`config.mk`:
```
export PLATFORM = sky130hd
export DESIGN_NAME = gcd8_sync_core_flat
export DESIGN_NICKNAME = d
export VERILOG_FILES = /design/src/rtl/gcd8_sync_core_if.sv /design/src/rtl/gcd8_sync_core.sv /design/src/flat_wrapper.sv
export SDC_FILE = /design/constraint.sdc
export NUM_CORES = 1
export LEC_CHECK = 0
export ABC_AREA = 1
export ABC_CLOCK_PERIOD_IN_PS = 2000
export CAP_MARGIN = 30
export CORE_MARGIN = 4
export CORE_UTILIZATION = 51
export CTS_BUF_LIST = sky130_fd_sc_hd__clkbuf_16
export DETAILED_ROUTE_END_ITERATION = 12
export PLACE_DENSITY = 0.77
export SETUP_SLACK_MARGIN = 0.5
export SYNTH_ARGS = -nofsm -noshare
export SYNTH_HDL_FRONTEND = slang
export SYNTH_SLANG_ARGS = --single-unit
export TNS_END_PERCENT = 20
```
`constraint.sdc`:
```
create_clock -name clk -period 2 [get_ports clk]
set_input_delay 0.2 -clock clk [delete_from_list [all_inputs] [get_ports clk]]
set_output_delay 0.2 -clock clk [all_outputs]
set_load 0.1 [all_outputs]
```
`src/rtl/gcd8_sync_core_if.sv`:
```
// Four-phase bundled-data channel bundle for gcd8_sync_core: passive activate,
// active pulls on x and y, active push on z.
interface gcd8_sync_core_if #(
  parameter int WIDTH = 8
);
  logic             activate_0r;
  logic             activate_0a;
  logic             x_0r;
  logic             x_0a;
  logic [WIDTH-1:0] x_0d;
  logic             y_0r;
  logic             y_0a;
  logic [WIDTH-1:0] y_0d;
  logic             z_0r;
  logic             z_0a;
  logic [WIDTH-1:0] z_0d;

  // Handshake environment side
  modport master (
    output activate_0r, x_0a, x_0d, y_0a, y_0d, z_0a,
    input  activate_0a, x_0r, y_0r, z_0r, z_0d
  );

  // Core side
  modport slave (
    input  activate_0r, x_0a, x_0d, y_0a, y_0d, z_0a,
    output activate_0a, x_0r, y_0r, z_0r, z_0d
  );
endinterface

```
`src/rtl/gcd8_sync_core.sv`:
```
// Clocked subtractive GCD engine behind the Balsa gcd8 four-phase handshake.
// Optional feature macro GCD8_SYNC_IN_EN: two-flop synchronisers on activate_0r and all acks.
module gcd8_sync_core #(
  parameter int WIDTH = 8
) (
  input  logic            clk,
  input  logic            initialise_n,
  gcd8_sync_core_if.slave bus
);

  typedef enum logic [3:0] {
    IDLE  = 4'd0,
    REQ_X = 4'd1,
    RTZ_X = 4'd2,
    REQ_Y = 4'd3,
    RTZ_Y = 4'd4,
    CALC  = 4'd5,
    PUSH  = 4'd6,
    RTZ_Z = 4'd7,
    ACK_A = 4'd8
  } state_t;

  localparam logic [WIDTH-1:0] ZERO = {WIDTH{1'b0}};

  state_t           state_r;
  logic [WIDTH-1:0] xr_r;
  logic [WIDTH-1:0] yr_r;
  logic [WIDTH-1:0] z_r;
  logic             x_req_r;
  logic             y_req_r;
  logic             z_req_r;
  logic             act_ack_r;

  logic             act_s;
  logic             x_ack_s;
  logic             y_ack_s;
  logic             z_ack_s;
  logic             has_zero_s;

`ifdef GCD8_SYNC_IN_EN
  logic [3:0] sync1_r;
  logic [3:0] sync2_r;

  // Two-flop synchroniser for activate and the three acks
  always_ff @(posedge clk or negedge initialise_n) begin
    if (!initialise_n) begin
      sync1_r <= 4'b0000;
      sync2_r <= 4'b0000;
    end else begin
      sync1_r <= {bus.activate_0r, bus.x_0a, bus.y_0a, bus.z_0a};
      sync2_r <= sync1_r;
    end
  end

  assign {act_s, x_ack_s, y_ack_s, z_ack_s} = sync2_r;
`else
  assign {act_s, x_ack_s, y_ack_s, z_ack_s} = {bus.activate_0r, bus.x_0a, bus.y_0a, bus.z_0a};
`endif

  assign has_zero_s      = (xr_r == ZERO) || (yr_r == ZERO);

  assign bus.activate_0a = act_ack_r;
  assign bus.x_0r        = x_req_r;
  assign bus.y_0r        = y_req_r;
  assign bus.z_0r        = z_req_r;
  assign bus.z_0d        = z_r;

  // Handshake sequencer and GCD datapath; each req is raised only once its ack is seen low
  always_ff @(posedge clk or negedge initialise_n) begin
    if (!initialise_n) begin
      state_r   <= IDLE;
      xr_r      <= ZERO;
      yr_r      <= ZERO;
      z_r       <= ZERO;
      x_req_r   <= 1'b0;
      y_req_r   <= 1'b0;
      z_req_r   <= 1'b0;
      act_ack_r <= 1'b0;
    end else begin
      case (state_r)
        IDLE: begin
          if (act_s && !x_ack_s) begin
            x_req_r <= 1'b1;
            state_r <= REQ_X;
          end
        end
        REQ_X: begin
          if (x_ack_s) begin
            xr_r    <= bus.x_0d;
            x_req_r <= 1'b0;
            state_r <= RTZ_X;
          end
        end
        RTZ_X: begin
          if (!x_ack_s && !y_ack_s) begin
            y_req_r <= 1'b1;
            state_r <= REQ_Y;
          end
        end
        REQ_Y: begin
          if (y_ack_s) begin
            yr_r    <= bus.y_0d;
            y_req_r <= 1'b0;
            state_r <= RTZ_Y;
          end
        end
        RTZ_Y: begin
          if (!y_ack_s && !z_ack_s) begin
            state_r <= CALC;
          end
        end
        CALC: begin
          // One subtraction per cycle; a zero operand or equality terminates
          if (has_zero_s || (xr_r == yr_r)) begin
            z_r     <= has_zero_s ? (xr_r | yr_r) : xr_r;
            z_req_r <= 1'b1;
            state_r <= PUSH;
          end else if (xr_r > yr_r) begin
            xr_r <= xr_r - yr_r;
          end else begin
            yr_r <= yr_r - xr_r;
          end
        end
        PUSH: begin
          if (z_ack_s) begin
            z_req_r <= 1'b0;
            state_r <= RTZ_Z;
          end
        end
        RTZ_Z: begin
          // Activation is only re-examined here, once the result handshake completes
          if (!z_ack_s) begin
            if (act_s) begin
              if (!x_ack_s) begin
                x_req_r <= 1'b1;
                state_r <= REQ_X;
              end
            end else begin
              act_ack_r <= 1'b1;
              state_r   <= ACK_A;
            end
          end
        end
        ACK_A: begin
          if (!act_s) begin
            act_ack_r <= 1'b0;
            state_r   <= IDLE;
          end
        end
        default: begin
          state_r   <= IDLE;
          x_req_r   <= 1'b0;
          y_req_r   <= 1'b0;
          z_req_r   <= 1'b0;
          act_ack_r <= 1'b0;
        end
      endcase
    end
  end

endmodule

```
`src/flat_wrapper.sv`:
```
// flat-port wrapper written by rule: the top's interface ports become plain ports
module gcd8_sync_core_flat 
#(
  parameter int WIDTH = 8
)
  (clk, initialise_n, bus_activate_0r, bus_x_0a, bus_x_0d, bus_y_0a, bus_y_0d, bus_z_0a, bus_activate_0a, bus_x_0r, bus_y_0r, bus_z_0r, bus_z_0d);
  gcd8_sync_core_if #(.WIDTH(WIDTH)) bus_i ();
  input  logic clk;
  input  logic initialise_n;
  input wire logic [$bits(bus_i.activate_0r)-1:0] bus_activate_0r;
  input wire logic [$bits(bus_i.x_0a)-1:0] bus_x_0a;
  input wire logic [$bits(bus_i.x_0d)-1:0] bus_x_0d;
  input wire logic [$bits(bus_i.y_0a)-1:0] bus_y_0a;
  input wire logic [$bits(bus_i.y_0d)-1:0] bus_y_0d;
  input wire logic [$bits(bus_i.z_0a)-1:0] bus_z_0a;
  output wire logic [$bits(bus_i.activate_0a)-1:0] bus_activate_0a;
  output wire logic [$bits(bus_i.x_0r)-1:0] bus_x_0r;
  output wire logic [$bits(bus_i.y_0r)-1:0] bus_y_0r;
  output wire logic [$bits(bus_i.z_0r)-1:0] bus_z_0r;
  output wire logic [$bits(bus_i.z_0d)-1:0] bus_z_0d;
  assign bus_i.activate_0r = bus_activate_0r;
  assign bus_i.x_0a = bus_x_0a;
  assign bus_i.x_0d = bus_x_0d;
  assign bus_i.y_0a = bus_y_0a;
  assign bus_i.y_0d = bus_y_0d;
  assign bus_i.z_0a = bus_z_0a;
  assign bus_activate_0a = bus_i.activate_0a;
  assign bus_x_0r = bus_i.x_0r;
  assign bus_y_0r = bus_i.y_0r;
  assign bus_z_0r = bus_i.z_0r;
  assign bus_z_0d = bus_i.z_0d;
  gcd8_sync_core #(.WIDTH(WIDTH)) u_core (.clk(clk), .initialise_n(initialise_n), .bus(bus_i));
endmodule
```
==> summary.txt, run 1 <==
Placement
  – Placed Area: 3330 um2
  – Hpwl dp: 5810 um
  – Port Buffer Count: 33
  – Placer Congestion: 0.929

Finish
  – N_diodes: 0
  – Leading cell types in the layout, fill and taps excluded: nand2_1, buf_4, inv_1, dfrtp_1
  – Final instance area: 3730 um2
  – Area Overhead vs Synth: 38.5%
  – Nets: 530
  – Layout cells sized above 1: 25.6%
  – Commonest non-fill, non-tap cell in the layout: nand2_1

GRT
  – Vias in the first global route: 2816
  – Gr usage total: 26.5%
  – Largest net degree at the start of global routing: 33
  – Met2 Usage GRT: 45.7%
  – Gr ovfl total: 0
  – Met1 usage in global routing: 33.5%
  – Most used routing layer: met2
  – Global routing met3 resource utilization: 4.71%
  – Initial antenna violation count: 0
  – First-pass GRT wire length: 13300 um

Timing
  – Fin. max-slew vios: 0
  – Slew @ Worst Pin: 473 ps
  – Clock skew: 12.7 ps
  – Final setup fails: 0
  – Slew headroom: 68.2%
  – Period utilization: 94.0%
  – Max Clk Rate: 532 MHz
  – Hold Fails Final Rpt: 0
  – Final min period: 1880 ps
  – RSZ-0062 raised after global routing: true

Drt
  – Vias: 2876
  – Antenna-violating nets left: 0
  – Drt total wl: 8160 um
  – Avg Vias per Cell: 5.19
  – TritonRoute pass-1 iters: 4
  – WL per Instance: 14.7 um
  – Initial detailed-routing violation count: 207
  – Number of remaining DRC errors: 0

Synth
  – Synthesized flop and latch total: 32
  – Yosys warns: 0
  – Syn avg cell area: 6.58 um2
  – Cell taking the most area after synthesis: dfrtp_1
  – Post-synthesis sequential area ratio: 29.7%
  – Synth unique cells: 33
  – Ys flop type: dfrtp_1
  – Syn_nets: 456
  – Yosys top cell area share: 29.7%
  – Async SR Flop Fraction: 100%
  – Post-Syn Area: 2690 um2
  – Cell count after synthesis: 409
  – Number of synthesized flops with an enable pin: 0
  – Synth top area cells: dfrtp_1, nand2_1, ha_1

Worst setup path
  – Reg2reg end: u_core.xr_r[4]$_DFFE_PN0P_
  – Worst-path cell chain: ha_4, fa_2, inv_2, nand2_2, nand2_2, nand3_2, nand2_2, nand2_4, nand2_4, nand3_4, nand2_1, nand2_1
  – Most used cell, CP: nand2_2
  – CP peak stage delay: 430 ps
  – R2r setup slk: 120 ps
  – Crit-path slowest cell: dfrtp_2
  – Startpoint types: flip-flop
  – Arrival time at the worst endpoint: 2050 ps
  – Worst Path Class, Setup: flip-flop to flip-flop
  – Critical Path Fanout Max: 8
  – WP data required: 2170 ps
  – CP endpoint: u_core.xr_r[4]$_DFFE_PN0P_
  – Crit path capture type: flip-flop
  – Crit path from: u_core.yr_r[0]$_DFFE_PN0P_
  – Reg2reg start: u_core.yr_r[0]$_DFFE_PN0P_
  – FF-to-FF path depth: 12

Floorplan
  – Die width: 80.7 um
  – IO Count: 34
  – Core box area: 5110 um2
  – Die Area: 6510 um2
  – Initial Util: 52.7%
  – Std cell rows: 26
  – Die height: 80.7 um

Worst hold path
  – Hold Path Class: primary input to asynchronous set/reset pin

Clock tree
  – H-tree depth: 2
  – Maximum buffer depth of the clock tree: 2
  – Clk sink count: 32
  – Clk pin slew, worst setup/hold paths: 60 ps
  – CTS tree: yes
  – Clk Latency, worst-skew pair: 280 ps
  – CTS root buf: clkbuf_16
  – Clock buffers created by TritonCTS: 5
  – CTS Hold Bufs: 0

Run status
  – Outcome: complete, no violations

Job
  – Max_cap viols: 0
metal layers:
metal / share of wire (%) / vias up
met3: 8.1 / 20
met2: 47 / 118
met4: 2.2 / 0
li1: - / 1430
met1: 43 / 1308
met5: 0 / -
worst min-delay path by stage:
stage	start	to	slack, ps	cells past startpoint
6_report	initialise_n	u_core.xr_r[4]$_DFFE_PN0P_	340	2
5_1_grt	initialise_n	u_core.state_r[1]$_DFFE_PN0P_	380	2
4_1_cts	initialise_n	u_core.xr_r[4]$_DFFE_PN0P_	360	2
3_5_place_dp	u_core.bus.z_0r$_DFFE_PN0P_	u_core.bus.z_0r$_DFFE_PN0P_	460	2
3_3_place_gp	u_core.bus.z_0r$_DFFE_PN0P_	u_core.bus.z_0r$_DFFE_PN0P_	460	2
2_1_floorplan	initialise_n	u_core.bus.activate_0a$_DFFE_PN0P_	-100	0
per-stage QoR:
stage	util (%)	setup TNS (ps)	setup WS [ps]	hold slack [ps]	instances
after CTS	71.9	0	139	360	553
after detailed placement	65.2	-135	-37.0	460	539
after global routing	73.0	0	5.69	378	554
after floorplan	-	0	258	-95.6	409
final	73.0	0	120	336	554
after global placement	65.2	0	8.57	458	539
what timing repair did:
action                     4_1_cts  5_1_grt
cloned                           1        0
setup endpoints to repair       28       32
setup buffers                    5        1
gates resized for setup         30       11
pin swaps                       11        5
cell usage after synthesis, drive strengths merged (3+ instances only):
master  count
nand2     183
inv        53
nor2       33
dfrtp      32
nand3      30
ha         23
o21ai      13
a21oi      12
o211ai      8
buf         4
a31oi       3
nand4       3
nor3        3
cell type report:
| cell class | instances | area [um2] |
|---|---|---|
| flip-flops and latches | 32 | 802 |
| clock buffers | 5 | 125 |
| well taps | 70 | 87.6 |
| fillers | 396 | 1380 |
| clock inverters | 3 | 38.8 |
| multi-input cells | 320 | 1870 |
| repair buffers | 71 | 598 |
| inverters | 53 | 204 |
flip-flops by register name, summed over array words and instances (netlist names):
signal / cells
u_core.bus.z_0d: 8
u_core.xr_r: 8
u_core.yr_r: 8
u_core.state_r: 4
u_core.bus.activate_0a: 1
u_core.bus.x_0r: 1
u_core.bus.y_0r: 1
u_core.bus.z_0r: 1
worst max-delay path, delay by kind of cell, from the launching register on:
| family | cells | cell delay, ps |
|---|---|---|
| adders and majority gates | 2 | 550 |
| buffers and inverters | 1 | 60 |
| and+or+nand+nor | 9 | 730 |
| DFF | 1 | 430 |
kinds of logic (layout without fill, tap and decap cells):
family / after synthesis / count (layout) / share of synthesized area [%]
fa+ha+maj: 25 / 25 / 12.2
flops: 32 / 32 / 29.7
compound gates: 37 / 37 / 8.41
mux: 1 / 1 / 0.372
buf+inv: 58 / 132 / 8.92
xor+xnor: 1 / 1 / 0.325
simple gates: 255 / 256 / 40.1
Power of run 1 is not shown: default switching activity piles up to over one toggle a cycle in this logic, so the estimate is an artifact.
==> run 2, diff against run 1 <==
- CAP_MARGIN: 30 -> unset
==> results of run 2 <==
Same layout as run 1: the final DEF is identical, and so are final timing and power.
Power of run 2 is left out for the same reason.
==> run 3, diff against run 2 <==
- CTS_CLUSTER_SIZE: unset -> 20
- SKIP_CTS_REPAIR_TIMING: unset -> 1
==> run 3 against run 2 <==
  * The flow now finishes with violations (negative setup slack)
  * Clock-buffer cell count stayed put
  * Sequential cell count unchanged
  * Critical path depth down 1
  * Fmax down 7.4%
  * Worst setup slack got worse by 150 ps
  * Worst hold slack lost 4.6 ps
  * Non-clock buffer count grew 2
  * Die area is the same
  * Sequential share of layout area down 0.33 points
  * Clock skew is 3.0 ps lower
  * Cell count grew 0.36%
  * Largest cell class unchanged
  * Highest routed layer unchanged
==> summary.txt, run 3 (same netlist as run 1, synthesis figures left out) <==
Floorplan
  – Die height: 80.7 um
  – Std cell rows: 26
  – Die Area: 6510 um2
  – Die width: 80.7 um
  – Initial Util: 52.7%
  – Core box area: 5110 um2
  – IO Count: 34

GRT
  – Initial antenna violation count: 0
  – Gr ovfl total: 0
  – Vias in the first global route: 2706
  – Largest net degree at the start of global routing: 33
  – First-pass GRT wire length: 12400 um
  – Gr usage total: 24.6%

Placement
  – Port Buffer Count: 33
  – Placer Congestion: 0.929
  – Hpwl dp: 5810 um
  – Dpl cells: 539
  – Post-place setup slack: -37.0 ps
  – Placed Area: 3330 um2

Timing
  – Slew @ Worst Pin: 525 ps
  – RSZ-0062 raised after global routing: true
  – Setup WS post-layout: -29.9 ps
  – Final setup fails: 1
  – Slew headroom: 64.8%
  – Hold Fails Final Rpt: 0
  – Clock skew: 9.71 ps
  – Final min period: 2030 ps
  – Fin. max-slew vios: 0
  – Period utilization: 101%
  – Setup_tns: -29.9 ps
  – Max Clk Rate: 493 MHz

Clock tree
  – H-tree depth: 2
  – Clk pin slew, worst setup/hold paths: 50 ps
  – Clock buffers created by TritonCTS: 5
  – CTS tree: yes
  – Maximum buffer depth of the clock tree: 2
  – Clk Latency, worst-skew pair: 280 ps
  – CTS root buf: clkbuf_16
  – Clk sink count: 32

Finish
  – Final instance area: 3780 um2
  – Layout cells sized above 1: 26.3%
  – Area Overhead vs Synth: 40.4%
  – N_diodes: 0
  – Commonest non-fill, non-tap cell in the layout: nand2_1
  – Leading cell types in the layout, fill and taps excluded: nand2_1, buf_4, inv_1, dfrtp_1, nand3_1
  – Fill count: 383
  – Nets: 532
  – Non-Filler Instances: 556

Drt
  – Antenna-violating nets left: 0
  – DRT met1 WL: 3540 um
  – Vias: 2991
  – WL met3: 664 um
  – TritonRoute pass-1 iters: 6
  – WL per Instance: 15.5 um
  – Number of remaining DRC errors: 0
  – WL met2: 3980 um
  – Drt total wl: 8600 um
  – DR top layer: met4
  – Avg Vias per Cell: 5.38
  – Initial detailed-routing violation count: 251

Job
  – Max_cap viols: 0

Worst setup path
  – Crit path buf inv count: 2
  – Startpoint types: flip-flop
  – CP top delay family: simple AND/OR/NAND/NOR gates
  – R2r setup slk: -30 ps
  – Critical Path Fanout Max: 12
  – Worst-path cell chain: inv_2, ha_4, nor2_2, nand4_1, nand3_1, nand2_4, buf_12, nand2_1, nor2_4, nand2_1, nand2_1
  – Crit path capture type: flip-flop
  – Most used cell, CP: nand2_1
  – Worst Path Class, Setup: flip-flop to flip-flop
  – Crit-path slowest cell: dfrtp_1
  – Arrival time at the worst endpoint: 2240 ps
  – WP data required: 2210 ps
  – CP peak stage delay: 450 ps

Worst hold path
  – Hold Path Class: primary input to asynchronous set/reset pin

Run status
  – Outcome: complete, but fails checks
  – Failing checks: negative setup slack
run 3: cell types whose count changed in the layout (fill, tap and decap cells not counted), sizes merged:
cell,previous run,this run
buf,50,52
run 3: worst paths after layout:
| kind | depth (start not counted) | from | to |
|---|---|---|---|
| min in group clk | 2 | u_core.bus.z_0r$_DFFE_PN0P_ | u_core.bus.z_0r$_DFFE_PN0P_ |
| max | 11 | u_core.yr_r[0]$_DFFE_PN0P_ | u_core.xr_r[3]$_DFFE_PN0P_ |
| max reg2reg | 11 | u_core.yr_r[0]$_DFFE_PN0P_ | u_core.xr_r[3]$_DFFE_PN0P_ |
| max in group asynchronous | 2 | initialise_n | u_core.state_r[2]$_DFFE_PN0P_ |
| min reg2reg | 2 | u_core.bus.z_0r$_DFFE_PN0P_ | u_core.bus.z_0r$_DFFE_PN0P_ |
| min | 2 | initialise_n | u_core.state_r[3]$_DFFE_PN0P_ |
run 3: area by class of cell:
type	instances	area [um2]	share of cell area [%]
flip-flops and latches	32	801	21.2
repair buffers	73	626	16.5
inverters	53	206	5.46
clock inverters	3	38.8	1.03
well taps	70	87.6	2.32
multi-input cells	320	1900	50.2
clock buffers	5	125	3.31
run 3: routing by layer:
layer  track usage [%]  vias up
li1                  -     1442
met1              31.6     1345
met2              41.5      154
met3              4.15       50
met4              8.45        0
met5                 0        -
run 3: through the flow:
stage / util, % / hold WS, ps
2_1_floorplan: - / -95.6
3_3_place_gp: 65.2 / 458
3_5_place_dp: 65.2 / 460
4_1_cts: 68.4 / 360
5_1_grt: 74.0 / 384
6_report: 74.0 / 332
run 3: worst reg2reg max path: stages (launching register included):
cell	delay [ps]
dfrtp_1	450
inv_2	90
ha_4	280
nor2_2	60
nand4_1	110
nand3_1	140
nand2_4	140
buf_12	150
nand2_1	90
nor2_4	240
nand2_1	120
nand2_1	100
Power of run 3 is left out for the same reason.
